`src/rtl/lock_entry_controller.sv`:
```
// Keypad lock: a code is set by entering it twice, then the same code unlocks.
// Optional lockout after MAX_FAILS consecutive wrong codes, enabled by defining LOCKOUT_EN.
module lock_entry_controller #(
  parameter int DIGITS         = 4,
  parameter int CODE_LENGTH    = 4 * DIGITS,
  parameter int COUNTER_WIDTH  = $clog2(DIGITS),
  parameter int MAX_FAILS      = 3,
  parameter int LOCKOUT_CYCLES = 50000000
) (
  input  logic                     clock,
  input  logic                     reset,
  input  logic [3:0]               key,
  output logic                     locked,
  output logic                     lockout,
  output logic                     error,
  output logic [COUNTER_WIDTH:0]   digit_count,
  output logic [2:0]               state
);

  typedef enum logic [2:0] {
    READ1        = 3'd0,
    READ2        = 3'd1,
    CHECK_NEW    = 3'd2,
    READ_LOCKED  = 3'd3,
    CHECK_LOCKED = 3'd4,
    LOCKOUT      = 3'd5
  } state_t;

  localparam logic [COUNTER_WIDTH:0] LAST_DIGIT = (COUNTER_WIDTH + 1)'(DIGITS - 1);

  if (DIGITS < 2 || CODE_LENGTH != 4 * DIGITS || MAX_FAILS < 1 || LOCKOUT_CYCLES < 1) begin : g_bad_params
    $error("lock_entry_controller: unsupported parameter set");
  end

  state_t                 state_q;
  logic [3:0]             key_prev;
  logic [CODE_LENGTH-1:0] entry;
  logic [CODE_LENGTH-1:0] candidate;
  logic [CODE_LENGTH-1:0] code;
  logic [CODE_LENGTH-1:0] entry_next;
  logic                   press;
  logic [3:0]             digit;
  logic                   final_digit;

`ifdef LOCKOUT_EN
  localparam int FAIL_W  = $clog2(MAX_FAILS + 1);
  localparam int TIMER_W = $clog2(LOCKOUT_CYCLES + 1);
  logic [FAIL_W-1:0]  fail_count;
  logic [TIMER_W-1:0] lock_timer;
`else
  assign lockout = 1'b0;
`endif

  // A press is only a single low bit directly after an all-released cycle.
  always_comb begin
    press = 1'b0;
    digit = 4'd0;
    if (key_prev == 4'b1111) begin
      case (key)
        4'b1110: begin press = 1'b1; digit = 4'd0; end
        4'b1101: begin press = 1'b1; digit = 4'd1; end
        4'b1011: begin press = 1'b1; digit = 4'd2; end
        4'b0111: begin press = 1'b1; digit = 4'd3; end
        default: ;
      endcase
    end
  end

  assign entry_next  = {entry[CODE_LENGTH-5:0], digit};
  assign final_digit = press && (digit_count == LAST_DIGIT);
  assign state       = state_q;

  always_ff @(posedge clock or negedge reset) begin
    if (!reset) begin
      state_q     <= READ1;
      locked      <= 1'b0;
      error       <= 1'b0;
      digit_count <= '0;
      entry       <= '0;
      candidate   <= '0;
      code        <= '0;
      key_prev    <= 4'b1111;
`ifdef LOCKOUT_EN
      lockout     <= 1'b0;
      fail_count  <= '0;
      lock_timer  <= '0;
`endif
    end else begin
      key_prev <= key;
      error    <= 1'b0;
      case (state_q)
        READ1: if (press) begin
          entry <= entry_next;
          if (final_digit) begin
            candidate   <= entry_next;
            digit_count <= '0;
            state_q     <= READ2;
          end else begin
            digit_count <= digit_count + 1'b1;
          end
        end
        READ2, READ_LOCKED: if (press) begin
          entry       <= entry_next;
          digit_count <= digit_count + 1'b1;
          if (final_digit) state_q <= (state_q == READ2) ? CHECK_NEW : CHECK_LOCKED;
        end
        CHECK_NEW: begin
          digit_count <= '0;
          if (entry == candidate) begin
            code    <= candidate;
            locked  <= 1'b1;
            state_q <= READ_LOCKED;
          end else begin
            error   <= 1'b1;
            state_q <= READ1;
          end
        end
        CHECK_LOCKED: begin
          digit_count <= '0;
          if (entry == code) begin
            locked  <= 1'b0;
            state_q <= READ1;
`ifdef LOCKOUT_EN
            fail_count <= '0;
`endif
          end else begin
            error <= 1'b1;
`ifdef LOCKOUT_EN
            fail_count <= fail_count + 1'b1;
            if (fail_count == FAIL_W'(MAX_FAILS - 1)) begin
              lockout    <= 1'b1;
              lock_timer <= '0;
              state_q    <= LOCKOUT;
            end else begin
              state_q <= READ_LOCKED;
            end
`else
            state_q <= READ_LOCKED;
`endif
          end
        end
`ifdef LOCKOUT_EN
        // Keys are ignored here; the lock stays engaged when the timer expires.
        LOCKOUT: begin
          if (lock_timer == TIMER_W'(LOCKOUT_CYCLES - 1)) begin
            lock_timer <= '0;
            fail_count <= '0;
            lockout    <= 1'b0;
            state_q    <= READ_LOCKED;
          end else begin
            lock_timer <= lock_timer + 1'b1;
          end
        end
`endif
        default: begin
          state_q     <= READ1;
          locked      <= 1'b0;
          digit_count <= '0;
`ifdef LOCKOUT_EN
          lockout     <= 1'b0;
`endif
        end
      endcase
    end
  end

endmodule

```
`config.mk`:
```
export PLATFORM = sky130hd
export DESIGN_NAME = lock_entry_controller
export DESIGN_NICKNAME = d
export VERILOG_FILES = /design/src/rtl/lock_entry_controller.sv
export SDC_FILE = /design/constraint.sdc
export NUM_CORES = 1
export LEC_CHECK = 0
export BUFFER_PORTS_ARGS = -buffer_cell sky130_fd_sc_hd__buf_2
export CORE_MARGIN = 2
export CORE_UTILIZATION = 52
export CTS_BUF_LIST = sky130_fd_sc_hd__clkbuf_4 sky130_fd_sc_hd__clkbuf_8 sky130_fd_sc_hd__clkbuf_16
export DETAILED_ROUTE_END_ITERATION = 8
export GPL_ROUTABILITY_DRIVEN = 0
export HOLD_SLACK_MARGIN = 0.1
export PLACE_DENSITY_LB_ADDON = 0.08
export SYNTH_ARGS = -nofsm -noshare
export SYNTH_HDL_FRONTEND = slang
export SYNTH_SLANG_ARGS = --single-unit
```
`constraint.sdc`:
```
create_clock -name clock -period 1.56 [get_ports clock]
set_clock_uncertainty 0.05 [all_clocks]
set_input_delay 0.312 -clock clock [delete_from_list [all_inputs] [get_ports clock]]
set_output_delay 0.312 -clock clock [all_outputs]
set_load 0.1 [all_outputs]
```
==> flow_metrics.env, run 1 <==
export IMPL_crit_type="flip-flop to flip-flop"
export IMPL_r2r_end="state[1]"
export IMPL_yosysTopAreaCell="dfrtp_1"
export IMPL_insertion_delay_ps=350
export IMPL_fin_cells=262
export IMPL_setup_slack_ps=-101
export IMPL_syn_inst=151
export IMPL_vias=1350
export IMPL_min_path_type="input port to flip-flop"
export IMPL_multi_input_area_um2=908
export IMPL_slowest_delay_ps=430
export IMPL_cts_sinks=36
export IMPL_fmax_mhz=602
export IMPL_seqCellArea_um2=928
export IMPL_crit_start="entry[5]"
export IMPL_crit_required_ps=1750
export IMPL_drc=0
export IMPL_tritoncts="yes"
export IMPL_final_fill_count=184
export IMPL_yosys_area_share_simple=0.152
export IMPL_power_density_nw_per_um2=862
export IMPL_synth_top_family_by_area="simple AND/OR/NAND/NOR gates"
export IMPL_tns_ps=-461
export IMPL_drt_initial_drc_count=132
export IMPL_cp_max_fo=3
export IMPL_area_growth_pct=48.6
export IMPL_clkTransAtPathRegs_ps=100
export IMPL_routedWlPerCell_um=14.9
export IMPL_startpoint_type="flip-flop"
export IMPL_r2r_cells=7
export IMPL_setup_worst_path_end="state[1]"
export IMPL_ant_nets=0
export IMPL_die_h_um=61.3
export IMPL_syn_avg_cell_area_um2=11.3
export IMPL_syn_area_um2=1710
export IMPL_start_util=0.555
export IMPL_synth_top_area_share=0.469
export IMPL_utilization=0.825
export IMPL_r2r_setup_slack_ps=-100
export IMPL_crit_cells=7
export IMPL_drive_gt1_frac=0.564
export IMPL_max_cap_violations=0
export IMPL_drt_wl_total_mm=3.91
export IMPL_synth_xor_area_frac=0.0922
export IMPL_dp_cells=243
export IMPL_io_buffers=13
export IMPL_vdd_drop_max_v=0.000592
export IMPL_fin_hold_ws_ps=169
export IMPL_cts_root_buf="clkbuf_4"
export IMPL_cp_top_family="flip-flops"
export IMPL_ys_warn_count=0
export IMPL_cts_buffers=5
export IMPL_synth_compound_area_frac=0.102
export IMPL_firstDrtPassIters=4
export IMPL_seq_area_frac_synth=0.530
export IMPL_violations="setup timing"
export IMPL_grt_usage=0.237
export IMPL_io_pins=15
export IMPL_die_x_um=61.3
export IMPL_synth_fa_ha_area_frac=0.0146
export IMPL_crit_arrival_ps=1850
export IMPL_min_period_ps=1660
export IMPL_antenna_found_initial=0
export IMPL_grt_max_degree=22
export IMPL_first_global_vias=1380
export IMPL_globalRouteOverflowTotal=0
export IMPL_diodes=0
export IMPL_dp_hpwl_mm=2.73
export IMPL_die_area_um2=3760
export IMPL_ys_ff_latch=36
export IMPL_slew_viol_final=0
export IMPL_outcome="finished, violations left"
export IMPL_vias_per_cell=5.15
export IMPL_cp_cell_sequence="buf_6, xnor2_2, nand4_1, o211ai_1, buf_4, nand3_2, o311a_1"
export IMPL_path_buf_inv=2
export IMPL_worst_path_max_delay_cell="dfrtp_1"
export IMPL_p_leak_nw=1.16
export IMPL_grt_pass1_wl_mm=6.31
export IMPL_endpoint_kind="flip-flop"
export IMPL_fin_nets=225
export IMPL_rsz0062_at_grt="true"
export IMPL_yosysUniqueCellTypes=36
export IMPL_syn_nets=159
export IMPL_core_area_um2=3080
export IMPL_cts_max_path_buffers=2
export IMPL_setup_viol=13
export IMPL_post_route_period_util=1.06
export IMPL_synthMuxAreaShare=0.0849
export IMPL_rows=20
export IMPL_h_tree_depth=2
export IMPL_finalHoldViolCount=0
export IMPL_timing_rr_start="entry[5]"
export IMPL_synthTopCellsByArea="dfrtp_1, xnor2_1, mux2_2"
cells in the final DEF, fill, tap and decap left out, types with 3 or more instances in the layout:
| cell | Yosys | final |
|---|---|---|
| o21ai_2 | 1 | 3 |
| dfstp_2 | 4 | 4 |
| buf_12 | 0 | 5 |
| mux2_2 | 12 | 12 |
| a21oi_2 | 0 | 4 |
| nand2_1 | 31 | 25 |
| o211ai_1 | 3 | 3 |
| buf_2 | 1 | 7 |
| o21ai_1 | 0 | 3 |
| dfrtp_1 | 32 | 26 |
| buf_6 | 1 | 10 |
| xnor2_2 | 0 | 7 |
| buf_4 | 1 | 39 |
| clkbuf_4 | 0 | 6 |
| nand4_1 | 6 | 6 |
| nand2_2 | 0 | 4 |
| xnor2_1 | 16 | 9 |
| dfrtp_4 | 0 | 6 |
per-layer routing:
metal | track usage | vias up | wire, um
met1 | 0.281 | 665 | 1680
met4 | 0.0881 | 0 | 59
met5 | 0 | - | 0
met3 | 0.0462 | 6 | 111
met2 | 0.426 | 22 | 2060
li1 | - | 657 | -
cell usage after synthesis:
library cell and number:
inv_1 4, o311a_1 1, buf_4 1, o21ai_2 1, dfstp_2 4, and4_1 1, nand2_1 31, a21oi_1 5
mux2_2 12, buf_2 1, nor2_1 2, dfrtp_1 32, o21ai_4 1, xor2_1 2, nand3_2 1, ha_1 2
a21boi_0 1, nand3_1 2, xnor2_1 16, a2bb2oi_1 1, nor3_1 1, nand4b_1 1, nand4_1 6, o211ai_1 3
a31oi_1 1, or3_1 3, or3b_1 1, conb_1 1, o2111ai_4 1, buf_6 1, nor4_1 1, nor3_2 1
o211ai_2 1, o21ai_0 6, mux2i_1 1, and3_4 1
state kept, by name, summed over array words and instances, names as in the netlist:
name / cells
candidate: 8
code: 8
entry: 8
key_prev: 4
digit_count: 3
state: 3
error: 1
locked: 1
per-stage QoR:
stage / area, um2 / power (mW) / worst slack (ps)
2_1_floorplan: 1760 / 1.29 / -153
3_3_place_gp: 2210 / 1.46 / -159
3_5_place_dp: 2210 / 1.48 / -199
4_1_cts: 2430 / 2.16 / -64.4
5_1_grt: 2540 / 2.26 / -156
6_report: 2540 / 2.19 / -101
repair_timing:
item                                    4_1_cts  5_1_grt
hold buffers                                  1        0
endpoints found under the setup margin       33       32
resized for setup                            15       26
pin swaps                                    13       19
endpoints found under the hold margin        15        0
buffers inserted                              7        3
layout make-up:
type,count,share of cell area
Clock buffer,6,0.0177
Clock inverter,2,0.0138
Inverter,4,0.00690
Multi-Input combinational cell,108,0.358
Sequential cell,36,0.366
Tap cell,44,0.0217
Timing Repair Buffer,62,0.217
worst min-delay path by stage:
stage                        end  startpoint  depth (start not counted)
floorplan           candidate[0]       reset                          0
global placement        state[0]       reset                          1
detailed placement      state[0]       reset                          1
CTS                  key_prev[2]      key[2]                          2
global route         key_prev[2]      key[2]                          2
finish               key_prev[2]      key[2]                          2
where the power goes:
part | total (mW) | internal, mW | switching [mW]
Clock | 0.671 | 0.353 | 0.317
Combinational | 0.505 | 0.213 | 0.292
Sequential | 1.01 | 0.982 | 0.0333
Total | 2.19 | 1.55 | 0.643
cells by family after synthesis:
family	Yosys count
simple gates	52
flops	36
compound gates	22
xor+xnor	18
mux	13
buf+inv	7
fa+ha+maj	2
other cells	1
(Power assumes the default switching activity.)
==> run 2, diff against run 1 <==
- ABC_AREA: unset -> 1
- CORE_UTILIZATION: 52 -> 53
- PLACE_DENSITY: unset -> 0.72
- PLACE_DENSITY_LB_ADDON: 0.08 -> unset
==> run 2 against run 1 <==
Compared with the run above: critical path type is now flip-flop to primary output; die area up 3.1%; the run now ends clean; flip-flop and latch count did not move; largest power group unchanged; synthesized cell count up 39%; fmax grew 10%; clock power decreased by 19%; non-clock buffer count shrank 35; final area down 16%; sequential power up 18%.
==> flow_metrics.env, run 2 <==
export IMPL_dp_cells=274
export IMPL_synth_most_common_cell="nand2_1"
export IMPL_largestRegisters="candidate x8, code x8, entry x8"
export IMPL_crit_type="flip-flop to primary output"
export IMPL_seq_area_frac_synth=0.503
export IMPL_cp_max_fo=3
export IMPL_ys_warn_count=0
export IMPL_drive_gt1_frac=0.302
export IMPL_post_cts_setup_buffers=0
export IMPL_grt_usage=0.193
export IMPL_io_pins=15
export IMPL_tns_ps=0
export IMPL_die_area_um2=3880
export IMPL_fin_nets=249
export IMPL_die_h_um=62.3
export IMPL_rsz0062_at_grt="true"
export IMPL_fmax_mhz=664
export IMPL_cp_cell_sequence="buf_2"
export IMPL_core_area_um2=3310
export IMPL_drt_initial_drc_count=63
export IMPL_post_route_period_util=0.965
export IMPL_switching_share=0.415
export IMPL_synth_edf_count=0
export IMPL_vias=1372
export IMPL_clkTransAtPathRegs_ps=110
export IMPL_fin_hold_ws_ps=344
export IMPL_min_path_type="input port to flip-flop"
export IMPL_cp_top_family="buffers and inverters"
export IMPL_syn_nets=218
export IMPL_h_tree_depth=2
export IMPL_insertion_delay_ps=340
export IMPL_p_leak_nw=1.01
export IMPL_finalHoldViolCount=0
export IMPL_synth_top_area_share=0.445
export IMPL_fin_area_um2=2140
export IMPL_synthFlopType="dfrtp_1"
export IMPL_pwr_share_comb=0.391
export IMPL_cts_root_buf="clkbuf_4"
export IMPL_vdd_drop_max_v=0.000583
export IMPL_start_util=0.543
export IMPL_min_period_ps=1500
export IMPL_yosysUniqueCellTypes=28
export IMPL_syn_inst=210
export IMPL_place_area_um2=1970
export IMPL_slew_viol_final=0
export IMPL_outcome="finished, final reports clean"
export IMPL_path_buf_inv=1
export IMPL_pwr_share_clk=0.191
export IMPL_firstDrtPassIters=4
export IMPL_dp_hpwl_mm=2.28
export IMPL_worst_path_max_delay_cell="buf_2"
export IMPL_final_fill_count=297
export IMPL_seqPwrFrac=0.419
export IMPL_drc=0
export IMPL_cts_sinks=36
export IMPL_antenna_found_initial=0
export IMPL_crit_required_ps=1200
export IMPL_utilization=0.646
export IMPL_synthTopCellsByArea="dfrtp_1, nand2_1, dfstp_2"
export IMPL_final_common_cell="nand2_1"
export IMPL_grt_pass1_wl_mm=5.82
export IMPL_power_density_nw_per_um2=1330
export IMPL_cts_buffers=5
export IMPL_drt_wl_total_mm=3.21
export IMPL_max_cap_violations=0
export IMPL_setup_viol=0
export IMPL_syn_avg_cell_area_um2=8.57
export IMPL_slowest_delay_ps=420
export IMPL_yosysTopAreaCell="dfrtp_1"
export IMPL_synthTopCellsByCount="nand2_1, dfrtp_1, inv_1"
export IMPL_io_buffers=13
export IMPL_most_common_layout_cells="nand2_1, dfrtp_1, inv_1, o21ai_1, buf_4"
export IMPL_crit_arrival_ps=1140
export IMPL_startpoint_type="flip-flop"
export IMPL_async_reset_ff_frac=1.00
export IMPL_ant_nets=0
export IMPL_globalRouteOverflowTotal=0
export IMPL_endpoint_kind="primary output"
export IMPL_first_global_vias=1337
export IMPL_cts_max_path_buffers=2
export IMPL_vias_per_cell=4.76
export IMPL_die_x_um=62.3
export IMPL_fin_cells=288
export IMPL_routedWlPerCell_um=11.2
export IMPL_tritoncts="yes"
export IMPL_area_growth_pct=18.8
export IMPL_ys_ff_latch=36
export IMPL_rows=21
export IMPL_diodes=0
export IMPL_grt_max_degree=37
export IMPL_p_int_mw=1.66
export IMPL_syn_area_um2=1800
export IMPL_p_sw_mw=1.18
-- run 2: cell count changes after synthesis, sizes merged, moves of 3 or more --
cell    change
nand4       -6
a21oi       -3
or3         -3
nand2      +49
o21ai      +17
inv        +21
nand3       +4
nor2       +10
o211ai      -4
xnor2       -6
mux2       -12
-- run 2: logic make-up after synthesis --
group	count (synthesis)	synth area share
fa+ha+maj	2	0.0139
flops	36	0.503
buf+inv	29	0.0751
compound gates	28	0.0960
simple gates	103	0.256
xor+xnor	11	0.0535
other cells	1	0.00208
-- run 2: final timing paths --
path	slack, ps	from	end	cells past startpoint
max in group asynchronous	620	reset	key_prev[3]	3
min in group asynchronous	490	reset	entry[12]	3
worst min-delay path	340	key[0]	candidate[1]	5
worst min register to register	440	locked	locked	2
worst max register to register	70	state[0]	entry[4]	9
worst max-delay path	60	digit_count[2]	digit_count[2]	1
-- run 2: through the flow --
step / total power, mW / setup slack (ps)
2_1_floorplan: 2.03 / 7.93
3_3_place_gp: 2.23 / 27.9
3_5_place_dp: 2.24 / 16.0
4_1_cts: 2.82 / 20.3
5_1_grt: 3.04 / -26.6
6_report: 2.84 / 55.1
-- run 2: power groups by stage --
stage	clock network (mW)	registers [mW]	logic, mW
2_1_floorplan	0	1.49	0.537
4_1_cts	0.561	1.18	1.07
3_3_place_gp	0	1.20	1.03
5_1_grt	0.610	1.21	1.22
3_5_place_dp	0	1.20	1.04
6_report	0.541	1.19	1.11
-- run 2: layout make-up --
| type | count | area (um2) | area share |
|---|---|---|---|
| Clock buffer | 7 | 58.8 | 0.0275 |
| Clock inverter | 1 | 7.51 | 0.00351 |
| Multi-Input combinational cell | 146 | 798 | 0.373 |
| Tap cell | 46 | 57.6 | 0.0269 |
| Inverter | 25 | 93.8 | 0.0439 |
| Timing Repair Buffer | 27 | 199 | 0.0930 |
| Sequential cell | 36 | 923 | 0.432 |
-- run 2: timing repair --
action                                  in CTS  in global routing
pin swaps                                    0                  3
hold buffers                                 5                  0
hold endpoints to repair                    36                  0
cloned                                       0                  1
resized for setup                            6                  9
endpoints found under the setup margin       8                 26
-- run 2: layer usage --
layer / vias to the layer above / global-route usage / wire (um)
li1: 725 / - / -
met1: 625 / 0.253 / 1570
met2: 15 / 0.303 / 1480
met3: 7 / 0.0489 / 91
met4: 0 / 0.0917 / 69
met5: - / 0 / 0
